## src/rtl/tag_pkg.sv

```systemverilog
// Shared definitions for the tag generator/verifier pair: tag width, seed,
// the per-byte accumulator step and the verifier FSM state encoding.
package tag_pkg;

  localparam int TAG_W = 8;
  localparam logic [TAG_W-1:0] TAG_INIT = 8'h00;

  typedef enum logic [1:0] {
    IDLE = 2'd0,
    CALC = 2'd1,
    RESP = 2'd2
  } state_e;

  // One accumulator step: rotate left by one, then fold in the next byte.
  function automatic logic [TAG_W-1:0] tag_step(input logic [TAG_W-1:0] acc,
                                                input logic [7:0]       byte_v);
    return {acc[TAG_W-2:0], acc[TAG_W-1]} ^ byte_v;
  endfunction

endpackage

```

## src/rtl/tag_calc_serial.sv

```systemverilog
// Byte-serial tag accumulator. start seeds the accumulator, each step folds in
// byte_i, and done pulses for one cycle after the step flagged as last.
module tag_calc_serial
  import tag_pkg::*;
(
  input  logic             clk,
  input  logic             rst_n,
  input  logic             start_i,
  input  logic             step_i,
  input  logic [7:0]       byte_i,
  input  logic             last_i,
  output logic [TAG_W-1:0] acc_o,
  output logic             done_o
);

  logic [TAG_W-1:0] acc_q;
  logic             done_q;

  // NOTE: sequential state uses non-blocking assignments so every register
  // samples the pre-edge values regardless of statement order.
  always_ff @(posedge clk or negedge rst_n) begin
    if (!rst_n) begin
      acc_q  <= TAG_INIT;
      done_q <= 1'b0;
    end else begin
      done_q <= step_i & last_i;
      if (start_i) begin
        acc_q <= TAG_INIT;
      end else if (step_i) begin
        acc_q <= tag_step(acc_q, byte_i);
      end
    end
  end

  assign acc_o  = acc_q;
  assign done_o = done_q;

endmodule

```

## src/rtl/tag_verifier.sv

```systemverilog
// Receiver-side tag checker: latches a data word and its tag, recomputes the
// tag one byte per cycle, and returns match/calc_tag over a valid/ready port.
module tag_verifier #(
  parameter int DATA_W = 32,
  parameter int TAG_W  = tag_pkg::TAG_W,
  parameter int CNT_W  = 16
) (
  input  logic              clk,
  input  logic              reset,
  input  logic              in_valid,
  output logic              in_ready,
  input  logic [DATA_W-1:0] data,
  input  logic [TAG_W-1:0]  tag_in,
  output logic              out_valid,
  input  logic              out_ready,
  output logic              match,
  output logic [TAG_W-1:0]  calc_tag,
  output logic [CNT_W-1:0]  pass_count,
  output logic [CNT_W-1:0]  fail_count,
  output logic              sticky_err,
  input  logic              clear_counts
);

  import tag_pkg::*;

  localparam int NUM_BYTES = DATA_W / 8;
  localparam int IDX_W     = (NUM_BYTES > 1) ? $clog2(NUM_BYTES) : 1;

  state_e              state_q;
  logic                in_ready_q;
  logic                out_valid_q;
  logic                match_q;
  logic [TAG_W-1:0]    calc_tag_q;
  logic [TAG_W-1:0]    tag_q;
  logic [DATA_W-1:0]   data_q;
  logic [IDX_W-1:0]    byte_idx_q;

  logic [CNT_W-1:0]    pass_cnt_q, pass_cnt_d;
  logic [CNT_W-1:0]    fail_cnt_q, fail_cnt_d;
  logic                sticky_q,   sticky_d;

  logic                accept;
  logic                step;
  logic                last_byte;
  logic                load_result;
  logic                tag_ok;
  logic [TAG_W-1:0]    calc_acc;
  logic                calc_done;

  assign accept      = (state_q == IDLE) && in_valid;
  assign step        = (state_q == CALC) && !calc_done;
  assign last_byte   = (byte_idx_q == IDX_W'(NUM_BYTES - 1));
  assign load_result = (state_q == CALC) && calc_done;
  assign tag_ok      = (calc_acc == tag_q);

  // The latched word is shifted left each step so the MSB byte is always on top.
  tag_calc_serial u_calc (
    .clk     (clk),
    .rst_n   (reset),
    .start_i (accept),
    .step_i  (step),
    .byte_i  (data_q[DATA_W-1 -: 8]),
    .last_i  (last_byte),
    .acc_o   (calc_acc),
    .done_o  (calc_done)
  );

  always_ff @(posedge clk or negedge reset) begin
    if (!reset) begin
      state_q     <= IDLE;
      in_ready_q  <= 1'b1;
      out_valid_q <= 1'b0;
      match_q     <= 1'b0;
      calc_tag_q  <= '0;
      tag_q       <= '0;
      data_q      <= '0;
      byte_idx_q  <= '0;
    end else begin
      case (state_q)
        IDLE: begin
          if (in_valid) begin
            data_q     <= data;
            tag_q      <= tag_in;
            byte_idx_q <= '0;
            in_ready_q <= 1'b0;
            state_q    <= CALC;
          end
        end
        CALC: begin
          if (calc_done) begin
            calc_tag_q  <= calc_acc;
            match_q     <= tag_ok;
            out_valid_q <= 1'b1;
            state_q     <= RESP;
          end else begin
            data_q     <= data_q << 8;
            byte_idx_q <= byte_idx_q + 1'b1;
          end
        end
        RESP: begin
          if (out_ready) begin
            out_valid_q <= 1'b0;
            in_ready_q  <= 1'b1;
            state_q     <= IDLE;
          end
        end
        default: begin
          state_q     <= IDLE;
          in_ready_q  <= 1'b1;
          out_valid_q <= 1'b0;
        end
      endcase
    end
  end

  // NOTE: every signal assigned here gets a default first, so no latch is
  // inferred on paths that leave it untouched.
  always_comb begin
    pass_cnt_d = pass_cnt_q;
    fail_cnt_d = fail_cnt_q;
    sticky_d   = sticky_q;
    if (clear_counts) begin
      pass_cnt_d = '0;
      fail_cnt_d = '0;
      sticky_d   = 1'b0;
    end else if (load_result) begin
      if (tag_ok) begin
        if (pass_cnt_q != '1) pass_cnt_d = pass_cnt_q + 1'b1;
      end else begin
        if (fail_cnt_q != '1) fail_cnt_d = fail_cnt_q + 1'b1;
        sticky_d = 1'b1;
      end
    end
  end

  always_ff @(posedge clk or negedge reset) begin
    if (!reset) begin
      pass_cnt_q <= '0;
      fail_cnt_q <= '0;
      sticky_q   <= 1'b0;
    end else begin
      pass_cnt_q <= pass_cnt_d;
      fail_cnt_q <= fail_cnt_d;
      sticky_q   <= sticky_d;
    end
  end

  assign in_ready   = in_ready_q;
  assign out_valid  = out_valid_q;
  assign match      = match_q;
  assign calc_tag   = calc_tag_q;
  assign pass_count = pass_cnt_q;
  assign fail_count = fail_cnt_q;
  assign sticky_err = sticky_q;

endmodule

```

## config.mk

```make
export PLATFORM = sky130hd
export DESIGN_NAME = tag_verifier
export DESIGN_NICKNAME = d
export VERILOG_FILES = /design/src/rtl/tag_pkg.sv /design/src/rtl/tag_calc_serial.sv /design/src/rtl/tag_verifier.sv
export SDC_FILE = /design/constraint.sdc
export NUM_CORES = 1
export LEC_CHECK = 0
export ABC_CLOCK_PERIOD_IN_PS = 2700
export BUFFER_PORTS_ARGS = -buffer_cell sky130_fd_sc_hd__buf_2
export CAP_MARGIN = 30
export CORE_MARGIN = 5
export CORE_UTILIZATION = 41
export CTS_CLUSTER_SIZE = 8
export DETAILED_ROUTE_END_ITERATION = 16
export PLACE_DENSITY = 0.65
export SYNTH_ARGS = -nofsm -noshare
export SYNTH_HDL_FRONTEND = slang
export SYNTH_SLANG_ARGS = --single-unit
```

## constraint.sdc

```tcl
create_clock -name clk -period 2.7 [get_ports clk]
set_input_delay 0.54 -clock clk [delete_from_list [all_inputs] [get_ports clk]]
set_output_delay 0.54 -clock clk [all_outputs]
set_load 0.02 [all_outputs]
```

# Word-level counts from Yosys, hierarchy flattened
# Cells that the tools add are included.
[totals]
regBits = 97
inputBits = 45
out_inout_bits = 44
wordCells = 80
[classes]
n_addsub = 3
eq_ne = 11
muxes = 29
bitwise = 4
n_reduce_logical = 20
[op_table]
columns = ["cell", "count"]
rows = [
  ["16-bit 2-to-1 mux", 8],
  ["32-bit 2-to-1 mux", 2],
  ["32-bit case mux with 2 select lines", 1],
  ["16-bit by 1-bit adder with 16-bit output, second input constant", 2],
  ["16-bit inequality test, second input constant", 2],
  ["3-bit AND reduction", 6],
  ["8-bit 2-to-1 mux", 2],
  ["2-bit nonzero test", 6],
  ["2-bit 2-to-1 mux", 5],
  ["8-bit == test", 1],
  ["2-bit inequality test, second input constant", 4],
  ["8-bit bitwise XOR", 1],
  ["1-bit 2-to-1 mux", 7],
  ["1-bit case mux with 3 select lines", 2],
  ["2-bit case mux with 3 select lines", 1],
  ["2-bit AND reduction", 3],
  ["2-bit == test, second input constant", 2],
  ["2-bit case mux with 2 select lines", 1],
  ["1-bit logical AND", 3],
  ["2-bit by 1-bit adder with 2-bit output, second input constant", 1],
  ["2-bit by 1-bit == test with 1-bit output, second input constant", 1],
  ["2-bit zero test", 1],
  ["2-bit by 1-bit inequality test with 1-bit output, second input constant", 1],
  ["1-bit inverter", 2],
  ["other kinds (2)", 2],
]

# Longest topological paths before layout
# Gate-level depths: netlist (run 1).
[depth]
depth_word = 5
ltp_mapped = 8
mapped_depth_nobuf = 6

# Hierarchy
# From an unflattened synthesis (run 1), not the netlist that was laid out.
[unflattened]
hier_cells = 442
hier_area_um2 = 4680.7
[modules_own_cells]
columns = ["module", "n_inst", "cells_per_inst", "area_per_inst_um2", "seq_area_each_um2"]
rows = [
  ["tag_verifier", 1, 405, 4241.6, 2203.4],
  ["tag_calc_serial", 1, 37, 439.2, 225.2],
]

# Worst setup path after synthesis (run 1)
# OpenSTA, ideal clock, no wires.
[synth_timing]
path_type = "reg-to-reg"
startpoint = "reg fail_cnt_q[0], in the netlist fail_count[0]"
endpoint = "reg fail_cnt_q[12], in the netlist fail_count[12]"
setup_ps = 125
arrival_ps = 2082
required_time_ps = 2575
setup_slack_ps = 493
stages_incl_launch_ff = 9
n_path_buf = 2
synth_period_minus_slack_ps = 2207
path_cell_list = "dfrtp_1 > ha_1 > nand4_1 > or3_1 > clkbuf_1 > nor2_1 > clkbuf_1 > nor4_1 > mux2_2"
[synth_between]
elab_chain_len = 5
word_cells_on_any_way = 8
cone_classes = "add/sub (1); eq/ne (1); mux (4); reduce/logical (2)"
[synth_rtl]
columns = ["element", "line_no", "rtl"]
rows = [
  ["start, declared", "tag_verifier.sv:39", "logic [CNT_W-1:0] fail_cnt_q, fail_cnt_d;"],
  ["start signal, assigned", "tag_verifier.sv:143", "fail_cnt_q <= fail_cnt_d;"],
  ["16-bit by 1-bit adder with 16-bit output", "tag_verifier.sv:130", "if (fail_cnt_q != '1) fail_cnt_d = fail_cnt_q + 1'b1;"],
  ["16-bit 2-to-1 mux", "tag_verifier.sv:130", ""],
  ["16-bit 2-to-1 mux", "tag_verifier.sv:127", "if (tag_ok) begin"],
  ["16-bit 2-to-1 mux", "tag_verifier.sv:126", "end else if (load_result) begin"],
  ["16-bit 2-to-1 mux", "tag_verifier.sv:122", "if (clear_counts) begin"],
]
# Parallel ways exist; a longest one is shown, timed or not. The select of a mux whose other input is x is not followed.
# A chain may end at the register's enable or synchronous reset.

# Worst setup path in the final report (run 1)
[layout_timing]
startpoint = "reg fail_cnt_q[0], in the netlist fail_count[0]"
endpoint = "reg fail_cnt_q[8], in the netlist fail_count[8]"
# Same word-level chain as after synthesis.

==> impl_metrics.json, run 1 <==
{
  "outcome": "finished clean",
  "grt_start_max_net_pins": 60,
  "final_clock_period_utilization_by_the_worst_path_pct": 89.7,
  "critPathTopFamily": "simple AND/OR/NAND/NOR gates",
  "post-place-ws_ns": 0.260,
  "routabilityCongestion": 0.708,
  "finalWorstPathRequiredPeriod_ns": 2.42,
  "worst_r2r_endpoint": "fail_count[8]",
  "floorplan.io_pins": 89,
  "maxSlewViolCount": 0,
  "post_synth_top_area_share_pct": 52.6,
  "overflow": 0,
  "cp.arrival_ns": 2.68,
  "worst_r2r_startpoint": "fail_count[0]",
  "grt_pass1_wl_mm": 16.1,
  "synth_top_area_cell": "sky130_fd_sc_hd__dfrtp_1",
  "fraction_of_final_layout_cells_sized_beyond_drive_strength_1_pct": 27.2,
  "drc_errors": 0,
  "critPathLaunchType": "flip-flop",
  "async_flop_share_pct": 100,
  "worst_slack_ns": 0.277,
  "buffers_inverters_on_critical_path": 0,
  "seq_area_frac_synth_pct": 53.2,
  "post-cts-setup-buffer-count": 0,
  "synthesis_warnings": 0,
  "timing.critical_path.cells": "ha_1 > nand4_1 > or3_1 > nor2_1 > nor4_1 > mux2_2",
  "synth.avg_cell_area_um2": 10.6,
  "rsz0062_at_grt": "no",
  "maxClockFrequency_ghz": 0.413,
  "post_layout_nonfiller_instances": 655,
  "cp_data_required_time_ns": 2.96,
  "clk_pin_slew_worst_paths_ns": 0.09,
  "nFillCells": 1033,
  "hold_violations": 0,
  "yosys.cell_types.count": 38,
  "synth_enable_flop_cells": 0,
  "detailed_placement_wirelength_estimate_mm": 6.77,
  "syn_area_mm2": 0.00457,
  "longest_clk_path_bufs": 2,
  "detail_route.iter0.violations": 204,
  "fin_nets": 558,
  "dominantRegCellSynth": "sky130_fd_sc_hd__dfrtp_1",
  "yosys.cell_count.top_type": "sky130_fd_sc_hd__dfrtp_1",
  "totalWireLength_mm": 9.77,
  "clock_tree_from_tritoncts": "built",
  "cts-htree-levels": 3,
  "die-width_um": 116,
  "post_cts_hold_buffer_count": 0,
  "syn_to_final_growth_pct": 17.5,
  "yosys-top-cells-area": "sky130_fd_sc_hd__dfrtp_1 53%, sky130_fd_sc_hd__mux2i_1 5.3%, sky130_fd_sc_hd__mux2_2 5.2%",
  "critical-path-slowest-cell": "sky130_fd_sc_hd__nor2_1",
  "diodes": 0,
  "route.detailed.wl_per_inst_um": 14.9,
  "max-slew-margin-rel_pct": 32.5,
  "detail_route.vias_per_cell": 5.37,
  "num_rows": 38,
  "totalNegativeSetupSlack_ns": 0,
  "worstSkewPairLatency_ns": 0.37,
  "post_synth_fa_ha_maj_area_fraction_pct": 0.822,
  "power.density_mw_per_mm2": 936,
  "hold_class": "in2async",
  "grt_antenna_before_repair": 0,
  "ir_worst_vdd_uv": 745,
  "cts_buffers": 9,
  "global_route.usage.total_pct": 15.0,
  "ant_nets": 0,
  "leakage_uw": 0.00241,
  "crit_path_max_incr_delay_ns": 0.57,
  "worst_pin_slew_ns": 1.01,
  "syn-num-nets": 479,
  "final.setup_skew_ns": 0.0108,
  "postSynthCellCount": 431,
  "ctsResizeCount": 0,
  "flip_flop_and_latch_count_after_synthesis": 97,
  "muxShareOfSynthArea_pct": 10.4,
  "yosys.area_share.xor_xnor_pct": 3.07,
  "post_synthesis_compound_gate_area_fraction_pct": 14.7,
  "vertical_extent_of_the_die_um": 116,
  "initial_utilization_pct": 41.9,
  "clock_tree.root_cell": "sky130_fd_sc_hd__clkbuf_8",
  "post-place-cells": 638,
  "core_region_area_mm2": 0.0109,
  "port_buffers": 88,
  "synth_top_family_by_area": "compound AO/OA/AOI/OAI gates",
  "critical_path.max_fanout": 12,
  "drt_pre_antenna_iters": 4,
  "timing.max_cap.violations": 0,
  "die-area_mm2": 0.0133,
  "timing_worst_setup_path_type": "reg2reg",
  "via_count_of_the_first_global_routing_pass": 3348,
  "r2r_slack_ns": 0.28,
  "simple_gate_portion_of_the_synthesized_area_pct": 14.6,
  "vias": 3518,
  "finalSetupViolations": 0,
  "ff2ff_path_depth": 6,
  "cts.sink_count": 97,
  "worstSetupEndpointType": "flip-flop",
  "synth_top_cells_by_count": "96 x sky130_fd_sc_hd__dfrtp_1, 36 x sky130_fd_sc_hd__nand2_1, 34 x sky130_fd_sc_hd__o21ai_0"
}
## per-layer routing
metal  share of wire [%]  wire [um]  track usage [%]  vias up
li1                    -          -                -     1738
met1                  45       4410             19.4     1689
met2                  47       4600             24.2       86
met3                 7.1        698             5.48        5
met4                0.69         67             3.36        0
met5                   0          0                0        -
## worst register-to-register path, delay by kind of cell, from the launching register on
kind	cells	cell delay [ns]
muxes	1	0.31
DFF	1	0.44
and+or+nand+nor	4	1.36
adders and majority gates	1	0.22
## cell usage in the layout, fill, tap and decap left out, drive strengths merged, types with 2 or more instances in the layout
| master | count |
|---|---|
| nor4 | 3 |
| ha | 3 |
| clkinv | 2 |
| mux2 | 21 |
| a211oi | 8 |
| nor3 | 2 |
| mux2i | 24 |
| a21oi | 29 |
| o31ai | 20 |
| nand4 | 7 |
| nand2 | 36 |
| o21ai | 34 |
| inv | 7 |
| nand3 | 15 |
| buf | 96 |
| dfrtp | 96 |
| xnor2 | 16 |
| nor2b | 6 |
| and3 | 3 |
| clkbuf | 13 |
| or4 | 20 |
| or3 | 8 |
| o21a | 2 |
| a22o | 9 |
| nor2 | 21 |
| o21ba | 2 |
| nor3b | 2 |
## report_power, final
part | internal [uW] | switching [uW]
logic | 877 | 966
registers | 1920 | 332
clock network | 452 | 476
## worst max path at each step
stage                     cells after the start  slack, ns          start        endpoint
after floorplan                               8       0.49  fail_count[0]  fail_count[12]
after global placement                        6       0.27  fail_count[0]   fail_count[8]
after detailed placement                      6       0.26  fail_count[0]   fail_count[8]
after CTS                                     6       0.26  fail_count[0]   fail_count[8]
after global routing                          6      0.009  fail_count[0]  fail_count[12]
final                                         6       0.28  fail_count[0]   fail_count[8]
## cell type report
cell class	count	area (um2)	area share (%)
clock buffer	13	149	2.77
clock inverter	3	40.0	0.746
inverter	7	26.3	0.490
multi-input combinational	299	2020	37.6
sequential	97	2430	45.3
tap	140	175	3.26
timing repair buffer	96	528	9.84
## sequential cells by signal, indices dropped and copies added (netlist names)
signal,flops
data_q,32
fail_count,16
pass_count,16
calc_tag,8
tag_q,8
u_calc.acc_o,8
byte_idx_q,2
state_q,2
in_ready,1
match,1
out_valid,1
sticky_err,1
u_calc.done_o,1
## through the flow
step           hold slack [ns]  cell area, um2  utilization, %  total power, uW
6_report                 0.142            5370            49.3             5020
2_1_floorplan            0.244            4570               -             3630
3_3_place_gp             0.460            5160            47.4             4020
4_1_cts                  0.157            5350            49.1             5040
5_1_grt                  0.173            5370            49.3             5420
3_5_place_dp             0.467            5160            47.4             4110
## cell families after synthesis
kind of cell             after synthesis
buffers and inverters                 35
flip-flops                            97
adder cells (fa/ha/maj)                3
AND/OR/NAND/NOR                      127
multiplexers                          45
XOR/XNOR                              16
AO/OA/AOI/OAI                        108
(Power assumes the default switching activity.)
==> run 2, diff against run 1 <==
--- a/config.mk
+++ b/config.mk
@@ -9,10 +9,12 @@
 export BUFFER_PORTS_ARGS = -buffer_cell sky130_fd_sc_hd__buf_2
 export CAP_MARGIN = 30
 export CORE_MARGIN = 5
-export CORE_UTILIZATION = 41
+export CORE_UTILIZATION = 50
 export CTS_CLUSTER_SIZE = 8
 export DETAILED_ROUTE_END_ITERATION = 16
-export PLACE_DENSITY = 0.65
+export PLACE_DENSITY = 0.76
+export REMOVE_ABC_BUFFERS = 1
 export SYNTH_ARGS = -nofsm -noshare
 export SYNTH_HDL_FRONTEND = slang
 export SYNTH_SLANG_ARGS = --single-unit
+export TNS_END_PERCENT = 20
==> run 2 against run 1 <==
  * Largest power group unchanged
  * Power rose by 2.2%
  * Sequential cell count did not move
  * Register-to-register slack improved by 0.096 ns
  * Die area fell by 17%
  * Largest cell class unchanged
==> impl_metrics.json, run 2 (synthesis results as in run 1) <==
{
  "outcome": "finished clean",
  "critPathLaunchType": "flip-flop",
  "clk_pin_slew_worst_paths_ns": 0.08,
  "vertical_extent_of_the_die_um": 106,
  "post-cts-setup-buffer-count": 0,
  "ff2ff_path_depth": 6,
  "finalSetupViolations": 0,
  "detailed_placement_wirelength_estimate_mm": 6.62,
  "post_route_utilization_pct": 60.8,
  "power.internal_uw": 3350,
  "worst_slack_ns": 0.373,
  "seq_power_share_pct": 44.1,
  "post-place-ws_ns": 0.407,
  "top_layer_used": "met4",
  "maxSlewViolCount": 0,
  "overflow": 0,
  "power.density_mw_per_mm2": 959,
  "ir_worst_vdd_uv": 526,
  "finalWorstPathRequiredPeriod_ns": 2.33,
  "largest_register_ff_count": 32,
  "share_comb_of_total_power_pct": 35.8,
  "commonest_cells_after_routing_fill_and_taps_aside": "96 x sky130_fd_sc_hd__dfrtp_1, 87 x sky130_fd_sc_hd__buf_2, 36 x sky130_fd_sc_hd__nand2_1, 34 x sky130_fd_sc_hd__o21ai_0, 29 x sky130_fd_sc_hd__a21oi_1",
  "final_clock_period_utilization_by_the_worst_path_pct": 86.2,
  "clock_tree_from_tritoncts": "built",
  "grt_pass1_wl_mm": 16.0,
  "rsz0062_at_grt": "no",
  "route.detailed.wl_per_inst_um": 15.2,
  "hold_class": "in2async",
  "worst_r2r_endpoint": "fail_count[8]",
  "nFillCells": 754,
  "r2r_slack_ns": 0.37,
  "final_common_cell": "sky130_fd_sc_hd__dfrtp_1",
  "cp_data_required_time_ns": 2.94,
  "final.setup_skew_ns": 0.0110,
  "power.switching_fraction_pct": 34.6,
  "die-area_mm2": 0.0111,
  "floorplan.io_pins": 89,
  "cts-htree-levels": 3,
  "num_rows": 34,
  "largest-register": "data_q",
  "die-width_um": 106,
  "cp.arrival_ns": 2.57,
  "syn_to_final_growth_pct": 17.2,
  "routedLengthMet1_mm": 4.03,
  "core_region_area_mm2": 0.00881,
  "post_cts_hold_buffer_count": 0,
  "grt_antenna_before_repair": 0,
  "leakage_uw": 0.00242,
  "drc_errors": 0,
  "port_buffers": 88,
  "initial_utilization_pct": 51.9,
  "via_count_of_the_first_global_routing_pass": 3508,
  "clock_tree.root_cell": "sky130_fd_sc_hd__clkbuf_8",
  "max-slew-margin-rel_pct": 48.5,
  "worst_pin_slew_ns": 0.772,
  "detail_route.vias_per_cell": 5.64,
  "diodes": 0,
  "drt_pre_antenna_iters": 4,
  "fraction_of_final_layout_cells_sized_beyond_drive_strength_1_pct": 27.4,
  "met3_wirelength_um": 640,
  "worstSkewPairLatency_ns": 0.35,
  "routed-wl-met2_mm": 4.73,
  "timing.max_cap.violations": 0,
  "worstSetupEndpointType": "flip-flop",
  "fin_nets": 559,
  "cts_buffers": 9,
  "maxClockFrequency_ghz": 0.430,
  "routabilityCongestion": 0.792,
  "power.switching_uw": 1780,
  "ant_nets": 0,
  "vias": 3507,
  "cts.sink_count": 97,
  "critical_path.max_fanout": 12,
  "clock_power_share_pct": 20.1,
  "totalWireLength_mm": 9.46,
  "longest_clk_path_bufs": 2,
  "ctsResizeCount": 0,
  "worst_r2r_startpoint": "fail_count[0]",
  "grt_start_max_net_pins": 56,
  "global_route.usage.total_pct": 17.3,
  "detail_route.iter0.violations": 103,
  "hold_violations": 0,
  "timing_worst_setup_path_type": "reg2reg"
}
run 2: worst max-delay path by stage:
stage          depth (start not counted)           from  slack, ns             to
5_1_grt                                6  fail_count[0]       0.19  fail_count[8]
2_1_floorplan                          4     state_q[0]      -1.60  byte_idx_q[0]
4_1_cts                                6  fail_count[0]       0.38  fail_count[8]
3_3_place_gp                           6  fail_count[0]       0.49  fail_count[8]
3_5_place_dp                           6  fail_count[0]       0.41  fail_count[8]
6_report                               6  fail_count[0]       0.37  fail_count[8]
run 2: stage by stage:
step | hold WS (ns) | power (uW) | setup TNS (ns) | cells | instance area [um2]
floorplan | 0.244 | 3580 | -103.19 | 403 | 4450
global placement | 0.460 | 4020 | 0 | 607 | 5120
detailed placement | 0.470 | 4170 | 0 | 608 | 5140
CTS | 0.184 | 5190 | 0 | 622 | 5350
global route | 0.212 | 5500 | 0 | 622 | 5350
finish | 0.173 | 5130 | 0 | 622 | 5350
run 2: layout make-up:
class | instances | area, um2 | share of cell area (%)
Timing Repair Buffer | 97 | 536 | 10.0
Inverter | 7 | 26.3 | 0.491
Tap cell | 108 | 135 | 2.52
Clock buffer | 11 | 151 | 2.83
Sequential cell | 97 | 2430 | 45.4
Clock inverter | 3 | 65.1 | 1.22
Multi-Input combinational cell | 299 | 2010 | 37.6
run 2: power by group through the flow:
stage | Clock, uW | Sequential, uW | Combinational, uW
6_report | 1030 | 2260 | 1840
5_1_grt | 1110 | 2330 | 2060
3_5_place_dp | 0 | 2300 | 1870
3_3_place_gp | 0 | 2270 | 1760
2_1_floorplan | 0 | 2290 | 1290
4_1_cts | 1050 | 2270 | 1870
run 2: routing by layer:
layer | GRT usage, % | vias to the layer above
met1 | 21.5 | 1683
li1 | - | 1733
met5 | 0 | -
met4 | 2.78 | 0
met3 | 5.87 | 5
met2 | 29.8 | 86
run 2: worst max-delay path: stages (launching register included):
cell and delay (ns):
sky130_fd_sc_hd__dfrtp_1 0.43, sky130_fd_sc_hd__ha_1 0.21, sky130_fd_sc_hd__nand4_1 0.15, sky130_fd_sc_hd__or3_1 0.50
sky130_fd_sc_hd__nor2_1 0.52, sky130_fd_sc_hd__nor4_1 0.12, sky130_fd_sc_hd__mux2_2 0.29
